**src/rtl/ifetch_pkg.sv**
```systemverilog
// ifetch_pkg: shared definitions for the instruction fetch stage.
//   - XLEN / ILEN       : address and instruction word widths
//   - RESET_PC_DEFAULT  : default fetch address after reset
//   - ENC_* / fetch_state_e : fetch FSM state encoding
//   - ENTRY_W           : FIFO entry width ({[fault,] data, pc})
//   - word_align()      : clears the two byte-offset bits of an address
// Optional build macro: IFETCH_ALIGN_CHECK_EN (adds the fault bit to each entry).
package ifetch_pkg;

    localparam int XLEN = 32;
    localparam int ILEN = 32;

    localparam logic [XLEN-1:0] RESET_PC_DEFAULT = 32'h0000_3000;

    localparam logic [1:0] ENC_IDLE = 2'd0;
    localparam logic [1:0] ENC_WAIT = 2'd1;
    localparam logic [1:0] ENC_DROP = 2'd2;

    typedef enum logic [1:0] {
        ST_IDLE = ENC_IDLE,
        ST_WAIT = ENC_WAIT,
        ST_DROP = ENC_DROP
    } fetch_state_e;

`ifdef IFETCH_ALIGN_CHECK_EN
    localparam int ENTRY_W = 1 + ILEN + XLEN;
`else
    localparam int ENTRY_W = ILEN + XLEN;
`endif

    function automatic logic [XLEN-1:0] word_align(input logic [XLEN-1:0] a);
        return a & ~XLEN'(3);
    endfunction

endpackage

```
**src/rtl/ifetch_if.sv**
```systemverilog
// ifetch_if: bundle of the fetch stage's memory, decode and redirect signals.
//   imem_req_valid/ready, imem_addr          : request channel to instruction memory
//   imem_rsp_valid, imem_rsp_data            : response channel from instruction memory
//   inst_valid/ready, inst_data, inst_pc     : instruction stream to decode
//   inst_fault (IFETCH_ALIGN_CHECK_EN only)  : entry was produced by a misaligned redirect
//   redirect_valid, redirect_pc              : flush and restart from next-PC logic
// Modports: master = fetch unit, slave = its environment (memory, decode, next-PC).
interface ifetch_if;
    import ifetch_pkg::*;

    logic            imem_req_valid;
    logic            imem_req_ready;
    logic [XLEN-1:0] imem_addr;
    logic            imem_rsp_valid;
    logic [ILEN-1:0] imem_rsp_data;
    logic            inst_valid;
    logic            inst_ready;
    logic [ILEN-1:0] inst_data;
    logic [XLEN-1:0] inst_pc;
`ifdef IFETCH_ALIGN_CHECK_EN
    logic            inst_fault;
`endif
    logic            redirect_valid;
    logic [XLEN-1:0] redirect_pc;

    modport master (
        output imem_req_valid, imem_addr, inst_valid, inst_data, inst_pc,
`ifdef IFETCH_ALIGN_CHECK_EN
        output inst_fault,
`endif
        input  imem_req_ready, imem_rsp_valid, imem_rsp_data, inst_ready,
        input  redirect_valid, redirect_pc
    );

    modport slave (
        input  imem_req_valid, imem_addr, inst_valid, inst_data, inst_pc,
`ifdef IFETCH_ALIGN_CHECK_EN
        input  inst_fault,
`endif
        output imem_req_ready, imem_rsp_valid, imem_rsp_data, inst_ready,
        output redirect_valid, redirect_pc
    );

endinterface

```
**src/rtl/ifetch_fifo.sv**
```systemverilog
// ifetch_fifo: synchronous FIFO holding fetched instruction entries.
//   clk, rst_n : clock, asynchronous active-low reset (storage cleared to 0)
//   push/wdata : write one entry (caller guarantees space)
//   pop        : drop head entry (caller guarantees non-empty)
//   flush      : empty the FIFO; a push in the same cycle becomes the sole entry
//   rdata      : head entry, read straight from registered storage
//   count      : occupancy 0..DEPTH
module ifetch_fifo #(
    parameter int WIDTH = 64,
    parameter int DEPTH = 4,
    parameter int CNT_W = 3
) (
    input  logic             clk,
    input  logic             rst_n,
    input  logic             push,
    input  logic [WIDTH-1:0] wdata,
    input  logic             pop,
    input  logic             flush,
    output logic [WIDTH-1:0] rdata,
    output logic [CNT_W-1:0] count
);
    localparam int PTR_W = $clog2(DEPTH);

    logic [WIDTH-1:0] mem_q [DEPTH];
    logic [PTR_W-1:0] rd_ptr_q;
    logic [PTR_W-1:0] wr_ptr_q;
    logic [CNT_W-1:0] count_q;

    always_ff @(posedge clk or negedge rst_n) begin
        if (!rst_n) begin
            rd_ptr_q <= '0;
            wr_ptr_q <= '0;
            count_q  <= '0;
            for (int i = 0; i < DEPTH; i++) begin
                mem_q[i] <= '0;
            end
        end else if (flush) begin
            rd_ptr_q <= '0;
            if (push) begin
                mem_q[0] <= wdata;
                wr_ptr_q <= PTR_W'(1);
                count_q  <= CNT_W'(1);
            end else begin
                wr_ptr_q <= '0;
                count_q  <= '0;
            end
        end else begin
            if (push) begin
                mem_q[wr_ptr_q] <= wdata;
                wr_ptr_q        <= wr_ptr_q + PTR_W'(1);
            end
            if (pop) begin
                rd_ptr_q <= rd_ptr_q + PTR_W'(1);
            end
            case ({push, pop})
                2'b10:   count_q <= count_q + CNT_W'(1);
                2'b01:   count_q <= count_q - CNT_W'(1);
                default: count_q <= count_q;
            endcase
        end
    end

    assign rdata = mem_q[rd_ptr_q];
    assign count = count_q;

endmodule

```
**src/rtl/ifetch_unit.sv**
```systemverilog
// ifetch_unit: instruction fetch stage feeding the decoder.
//   clk  : clock, rising edge
//   rst  : asynchronous active-low reset
//   bus  : ifetch_if.master (memory request/response, decode stream, redirect)
// Keeps at most one memory request outstanding and buffers returned words in
// ifetch_fifo. A redirect flushes the FIFO; an in-flight response is marked
// for discard (DROP).
// Optional build macro: IFETCH_ALIGN_CHECK_EN -- a misaligned redirect pushes
// a single fault entry instead of fetching and halts issue until the next
// redirect or reset. Without it, the low address bits are ignored.
//
// state | meaning
// IDLE  | no request outstanding; may issue when the FIFO has room
// WAIT  | request accepted, response pending and will be kept
// DROP  | request accepted, response pending and will be discarded
module ifetch_unit
    import ifetch_pkg::*;
#(
    parameter logic [XLEN-1:0] RESET_PC = RESET_PC_DEFAULT,
    parameter int              DEPTH    = 4,
    parameter int              CNT_W    = 3
) (
    input  logic     clk,
    input  logic     rst,
    ifetch_if.master bus
);
    fetch_state_e       state_q, state_d;
    logic [XLEN-1:0]    fetch_pc_q, fetch_pc_d;
    logic [XLEN-1:0]    req_pc_q, req_pc_d;
    logic               req_valid_q, req_valid_d;
    logic               accept;
    logic               push;
    logic               pop;
    logic [CNT_W-1:0]   count;
    logic [CNT_W-1:0]   count_d;
    logic [ENTRY_W-1:0] wdata;
    logic [ENTRY_W-1:0] rdata;
`ifdef IFETCH_ALIGN_CHECK_EN
    logic               halt_q, halt_d;
`endif

    assign accept = req_valid_q && bus.imem_req_ready;
    // A redirect flushes the FIFO, so a simultaneous pop has nothing to act on.
    assign pop    = (count != '0) && bus.inst_ready && !bus.redirect_valid;

    always_comb begin
        state_d    = state_q;
        fetch_pc_d = fetch_pc_q;
        req_pc_d   = req_pc_q;
        push       = 1'b0;
`ifdef IFETCH_ALIGN_CHECK_EN
        halt_d     = halt_q;
        wdata      = {1'b0, bus.imem_rsp_data, req_pc_q};
`else
        wdata      = {bus.imem_rsp_data, req_pc_q};
`endif

        case (state_q)
            ST_IDLE: begin
                if (accept) begin
                    state_d    = ST_WAIT;
                    req_pc_d   = word_align(fetch_pc_q);
                    fetch_pc_d = fetch_pc_q + 32'd4;
                end
            end
            ST_WAIT: begin
                if (bus.imem_rsp_valid) begin
                    state_d = ST_IDLE;
                    push    = 1'b1;
                end
            end
            ST_DROP: begin
                if (bus.imem_rsp_valid) begin
                    state_d = ST_IDLE;
                end
            end
            default: state_d = ST_IDLE;
        endcase

        if (bus.redirect_valid) begin
            fetch_pc_d = word_align(bus.redirect_pc);
            push       = 1'b0;
            // Anything accepted or still in flight belongs to the old path.
            if (state_q == ST_IDLE) begin
                state_d = accept ? ST_DROP : ST_IDLE;
            end else begin
                state_d = bus.imem_rsp_valid ? ST_IDLE : ST_DROP;
            end
`ifdef IFETCH_ALIGN_CHECK_EN
            if (bus.redirect_pc[1:0] != 2'b00) begin
                push   = 1'b1;
                wdata  = {1'b1, {ILEN{1'b0}}, bus.redirect_pc};
                halt_d = 1'b1;
            end else begin
                halt_d = 1'b0;
            end
`endif
        end
    end

    always_comb begin
        count_d = count;
        if (bus.redirect_valid) begin
            count_d = push ? CNT_W'(1) : '0;
        end else begin
            case ({push, pop})
                2'b10:   count_d = count + CNT_W'(1);
                2'b01:   count_d = count - CNT_W'(1);
                default: count_d = count;
            endcase
        end
    end

    // Request valid is registered from next-state values so it carries no
    // combinational path from the memory, decode or redirect inputs.
    always_comb begin
        req_valid_d = (state_d == ST_IDLE) && (count_d < CNT_W'(DEPTH));
`ifdef IFETCH_ALIGN_CHECK_EN
        req_valid_d = req_valid_d && !halt_d;
`endif
    end

    always_ff @(posedge clk or negedge rst) begin
        if (!rst) begin
            state_q     <= ST_IDLE;
            fetch_pc_q  <= RESET_PC;
            req_pc_q    <= '0;
            req_valid_q <= 1'b0;
`ifdef IFETCH_ALIGN_CHECK_EN
            halt_q      <= 1'b0;
`endif
        end else begin
            state_q     <= state_d;
            fetch_pc_q  <= fetch_pc_d;
            req_pc_q    <= req_pc_d;
            req_valid_q <= req_valid_d;
`ifdef IFETCH_ALIGN_CHECK_EN
            halt_q      <= halt_d;
`endif
        end
    end

    ifetch_fifo #(
        .WIDTH (ENTRY_W),
        .DEPTH (DEPTH),
        .CNT_W (CNT_W)
    ) u_fifo (
        .clk   (clk),
        .rst_n (rst),
        .push  (push),
        .wdata (wdata),
        .pop   (pop),
        .flush (bus.redirect_valid),
        .rdata (rdata),
        .count (count)
    );

    assign bus.imem_req_valid = req_valid_q;
    assign bus.imem_addr      = word_align(fetch_pc_q);
    assign bus.inst_valid     = (count != '0);
    assign bus.inst_pc        = rdata[XLEN-1:0];
    assign bus.inst_data      = rdata[XLEN +: ILEN];
`ifdef IFETCH_ALIGN_CHECK_EN
    assign bus.inst_fault     = rdata[ENTRY_W-1];
`endif

endmodule

```
**src/flat_wrapper.sv**
```systemverilog
// flat-port wrapper written by rule: the top's interface ports become plain ports
module ifetch_unit_flat import ifetch_pkg::*;
#(
    parameter logic [XLEN-1:0] RESET_PC = RESET_PC_DEFAULT,
    parameter int              DEPTH    = 4,
    parameter int              CNT_W    = 3
)
  (clk, rst, bus_imem_req_valid, bus_imem_addr, bus_inst_valid, bus_inst_data, bus_inst_pc, bus_imem_req_ready, bus_imem_rsp_valid, bus_imem_rsp_data, bus_inst_ready, bus_redirect_valid, bus_redirect_pc);
  ifetch_if bus_i ();
  input  logic clk;
  input  logic rst;
  output wire logic [$bits(bus_i.imem_req_valid)-1:0] bus_imem_req_valid;
  output wire logic [$bits(bus_i.imem_addr)-1:0] bus_imem_addr;
  output wire logic [$bits(bus_i.inst_valid)-1:0] bus_inst_valid;
  output wire logic [$bits(bus_i.inst_data)-1:0] bus_inst_data;
  output wire logic [$bits(bus_i.inst_pc)-1:0] bus_inst_pc;
  input wire logic [$bits(bus_i.imem_req_ready)-1:0] bus_imem_req_ready;
  input wire logic [$bits(bus_i.imem_rsp_valid)-1:0] bus_imem_rsp_valid;
  input wire logic [$bits(bus_i.imem_rsp_data)-1:0] bus_imem_rsp_data;
  input wire logic [$bits(bus_i.inst_ready)-1:0] bus_inst_ready;
  input wire logic [$bits(bus_i.redirect_valid)-1:0] bus_redirect_valid;
  input wire logic [$bits(bus_i.redirect_pc)-1:0] bus_redirect_pc;
  assign bus_imem_req_valid = bus_i.imem_req_valid;
  assign bus_imem_addr = bus_i.imem_addr;
  assign bus_inst_valid = bus_i.inst_valid;
  assign bus_inst_data = bus_i.inst_data;
  assign bus_inst_pc = bus_i.inst_pc;
  assign bus_i.imem_req_ready = bus_imem_req_ready;
  assign bus_i.imem_rsp_valid = bus_imem_rsp_valid;
  assign bus_i.imem_rsp_data = bus_imem_rsp_data;
  assign bus_i.inst_ready = bus_inst_ready;
  assign bus_i.redirect_valid = bus_redirect_valid;
  assign bus_i.redirect_pc = bus_redirect_pc;
  ifetch_unit #(.RESET_PC(RESET_PC), .DEPTH(DEPTH), .CNT_W(CNT_W)) u_core (.clk(clk), .rst(rst), .bus(bus_i));
endmodule
```
**config.mk**
```make
export PLATFORM = sky130hd
export DESIGN_NAME = ifetch_unit_flat
export DESIGN_NICKNAME = d
export VERILOG_FILES = /design/src/rtl/ifetch_pkg.sv /design/src/rtl/ifetch_if.sv /design/src/rtl/ifetch_fifo.sv /design/src/rtl/ifetch_unit.sv /design/src/flat_wrapper.sv
export SDC_FILE = /design/constraint.sdc
export NUM_CORES = 1
export LEC_CHECK = 0
export CORE_UTILIZATION = 25
export CTS_CLUSTER_SIZE = 25
export DETAILED_ROUTE_END_ITERATION = 6
export MAX_ROUTING_LAYER = met4
export PLACE_DENSITY_LB_ADDON = 0.1
export SKIP_CTS_REPAIR_TIMING = 1
export SYNTH_ARGS = -nofsm -noshare
export SYNTH_HDL_FRONTEND = slang
export SYNTH_SLANG_ARGS = --single-unit
```
**constraint.sdc**
```tcl
create_clock -name clk -period 4.5 [get_ports clk]
set_input_delay 0.45 -clock clk [delete_from_list [all_inputs] [get_ports clk]]
set_output_delay 0.45 -clock clk [all_outputs]
set_load 0.005 [all_outputs]
```
==> flow_metrics.tcl <==
set metrics [dict create \
    floorplan.initialDensity_pct 25.4 \
    rsz0062_at_grt "false" \
    violations "hold timing" \
    die_h_um 239 \
    dp_hpwl_um 23100 \
    synth.avg_cell_area_sq_um 14.0 \
    top_layer_used "met4" \
    cts_root_buf "clkbuf_16" \
    grt_max_degree 116 \
    drc_errors 0 \
    worst_pin_slew_ns 1.06 \
    holdWs_ns -0.0659 \
    area_delta_synth_final_pct 27.9 \
    ys_types 39 \
    finalSetupTns_ns 0 \
    clkLatencyLatePin_ns 0.55 \
    cp_max_fo 48 \
    wl_um 37900 \
    cts.path.max_buffers 3 \
    vias_per_cell 4.51 \
    fin_crit_sh_pct 73.2 \
    path_cells "buf_12, mux4_2, clkdlybuf4s50_1" \
    wl_met3_um 1480 \
    cts_buffers 41 \
    worst_path_max_delay_cell "dfrtp_4" \
    r2r_setup_slack_ns 1.26 \
    maxSlewViolCount 0 \
    die_area_sq_mm 0.0574 \
    cts_tree "built" \
    critPathLaunchType "flip-flop" \
    overflow 0 \
    power_leakage_nw 8.20 \
    cpPeakStageDelay_ns 0.69 \
    wl_met2_um 17500 \
    synth_warnings 0 \
    status "finished, violations left" \
    power_mw 9.18 \
    ir_worst_vdd_uv 215 \
    min_period_ns 3.29 \
    fin_skew_ns 0.0103 \
    grt_pass1_vias 9638 \
    io_buffers 161 \
    diodes 0 \
    drt_iter0_drc 471 \
    worst-path-buf-inv 2 \
    ant_nets 0 \
    crit_cells 3 \
    crit_end "bus_inst_pc[30]" \
    synth_edf_count 0 \
    htree_num_levels 2 \
    syn_area_sq_mm 0.0141 \
    synth_cells 1005 \
    required_ns 4.05 \
    ys_ff_latch 318 \
    num-fill-cells 5512 \
    first_pass_iters 4 \
    grt_first_pass_wirelength_um 59900 \
    dpl_cell_area_sq_mm 0.0166 \
    setup_viol 0 \
    ys_seq_area_share_pct 56.5 \
    ys.flop_type "dfrtp_1" \
    relSlewSlack_pct 29.6 \
    wl_per_cell_um 19.5 \
    wl_met1_um 18200 \
    cap_viol_max_count 0 \
    cp-end-kind "output port" \
    power.density_mw_per_mm2 509 \
    num_vias 8769 \
    core-area_sq_mm 0.0554 \
    finalHoldViolCount 15 \
    synthArstFlopShare_pct 100 \
    reg2reg_depth 12 \
    grt_usage_pct 14.1 \
    place_congestion 0.704 \
    r2r-end "u_core.bus.imem_req_valid" \
    worstReg2RegStart "u_core.state_q[1]" \
    timing.critical_path.from "u_core.u_fifo.rd_ptr_q[0]" \
    holdCritPathClass "in2async" \
    clk_pin_slew_worst_paths_ns 0.06 \
    max_freq_mhz 304 \
    path_delay_family "buffers and inverters" \
    fin_nets 1248 \
    ioPinCount 168 \
    worstSetupPathType "reg2out" \
    critical_path_arrival_ns 2.84 \
    die_w_um 239 \
    final_cell_area_sq_mm 0.0180 \
    numClockSinks 318 \
    antenna_found_initial 0 \
    layout-drive-gt1-share_pct 34.1 \
    fp-row-count 86 \
]
cells by family after synthesis:
logic type      share of synthesized area (%)
xor+xnor                                0.870
other cells                            0.0266
compound gates                           2.70
mux                                      29.8
buf+inv                                  2.19
flops                                    56.5
fa+ha+maj                                1.06
simple gates                             6.91
synth_stat cells, drive strengths merged (5+ instances only):
library cell | count | area (sq um)
a21oi | 7 | 35.0
inv | 12 | 45.0
a31oi | 13 | 81.3
clkbuf | 49 | 184
o211ai | 5 | 37.5
xor2 | 7 | 61.3
and3 | 6 | 37.5
nor2 | 24 | 90.1
mux2 | 248 | 2790
dfrtp | 316 | 7910
mux4 | 62 | 1400
o21ai | 25 | 125
ha | 12 | 150
nand3 | 20 | 100
o31ai | 8 | 60.1
and4 | 5 | 43.8
or4 | 15 | 113
buf | 15 | 80.1
xnor2 | 7 | 61.3
or3 | 7 | 43.8
nand2 | 115 | 432
nand4 | 8 | 50.1
metal layers:
layer / up-vias / track usage [%]
met5: - / -
met4: 0 / 4.08
met3: 52 / 2.41
met2: 155 / 21.8
met1: 4577 / 19.0
li1: 3985 / -
worst min path at each step:
stage                                  start  slack (ns)                        end  cells after the start
global route                             rst       0.006   u_core.u_fifo.mem_q[170]                      1
global placement     u_core.u_fifo.mem_q[39]        0.48    u_core.u_fifo.mem_q[39]                      1
floorplan                                rst        0.15  u_core.bus.imem_req_valid                      0
CTS                                      rst        0.02   u_core.u_fifo.mem_q[170]                      1
detailed placement  u_core.u_fifo.mem_q[117]        0.49   u_core.u_fifo.mem_q[117]                      1
finish                                   rst       -0.07   u_core.u_fifo.mem_q[170]                      1
state kept, by name, indices dropped and copies added, names as in the netlist:
signal and flops:
u_core.u_fifo.wr_ptr_q 2, u_core.bus.imem_req_valid 1, u_core.fetch_pc_q 30, u_core.u_fifo.rd_ptr_q 2
u_core.req_pc_q 30, u_core.u_fifo.count 3, u_core.u_fifo.mem_q 248, u_core.state_q 2
layout by cell type (no fill, tap or decap), types with 2 or more instances in the layout:
cell,n
inv_6,2
mux4_2,62
clkinv_2,9
nor2_1,24
or3_1,7
o211ai_1,5
ha_1,12
dfrtp_1,314
o31ai_1,8
or4_1,15
clkbuf_1,6
nor3_1,2
nand4_1,8
clkbuf_16,41
and3_1,5
a21oi_1,7
buf_12,4
conb_1,4
nand3_1,20
dfrtp_4,2
xor2_1,7
dfstp_2,2
clkdlybuf4s50_1,159
nand2_1,111
mux2_2,248
xnor2_1,7
a31oi_1,13
and4_1,5
clkbuf_8,8
o21ai_0,25
buf_4,14
nand2_4,4
bufinv_16,6
inv_1,12
nor2b_1,3
area by class of cell:
type	instances	area, sq um	share of cell area [%]
clock buffers	55	1160	6.43
flip-flops and latches	318	7970	44.2
inverters	12	45.0	0.250
clock inverters	18	250	1.39
repair buffers	179	1800	9.97
well taps	748	936	5.19
multi-input cells	614	5870	32.6
report_power, final:
| part | total (mW) | switching [mW] | internal [mW] |
|---|---|---|---|
| combinational | 1.95 | 0.744 | 1.20 |
| sequential | 3.80 | 0.419 | 3.39 |
| clock | 3.43 | 1.28 | 2.15 |
| total | 9.18 | 2.44 | 6.74 |
metrics by stage:
step | utilization (%) | hold slack [ns] | cells | worst slack [ns]
global route | 32.5 | 0.00585 | 1944 | 0.992
global placement | 30.0 | 0.483 | 1871 | 0.959
floorplan | - | 0.154 | 1008 | 1.98
detailed placement | 30.0 | 0.487 | 1871 | 0.963
CTS | 32.5 | 0.0238 | 1944 | 1.04
finish | 32.5 | -0.0659 | 1944 | 1.21
(Power assumes the default switching activity.)
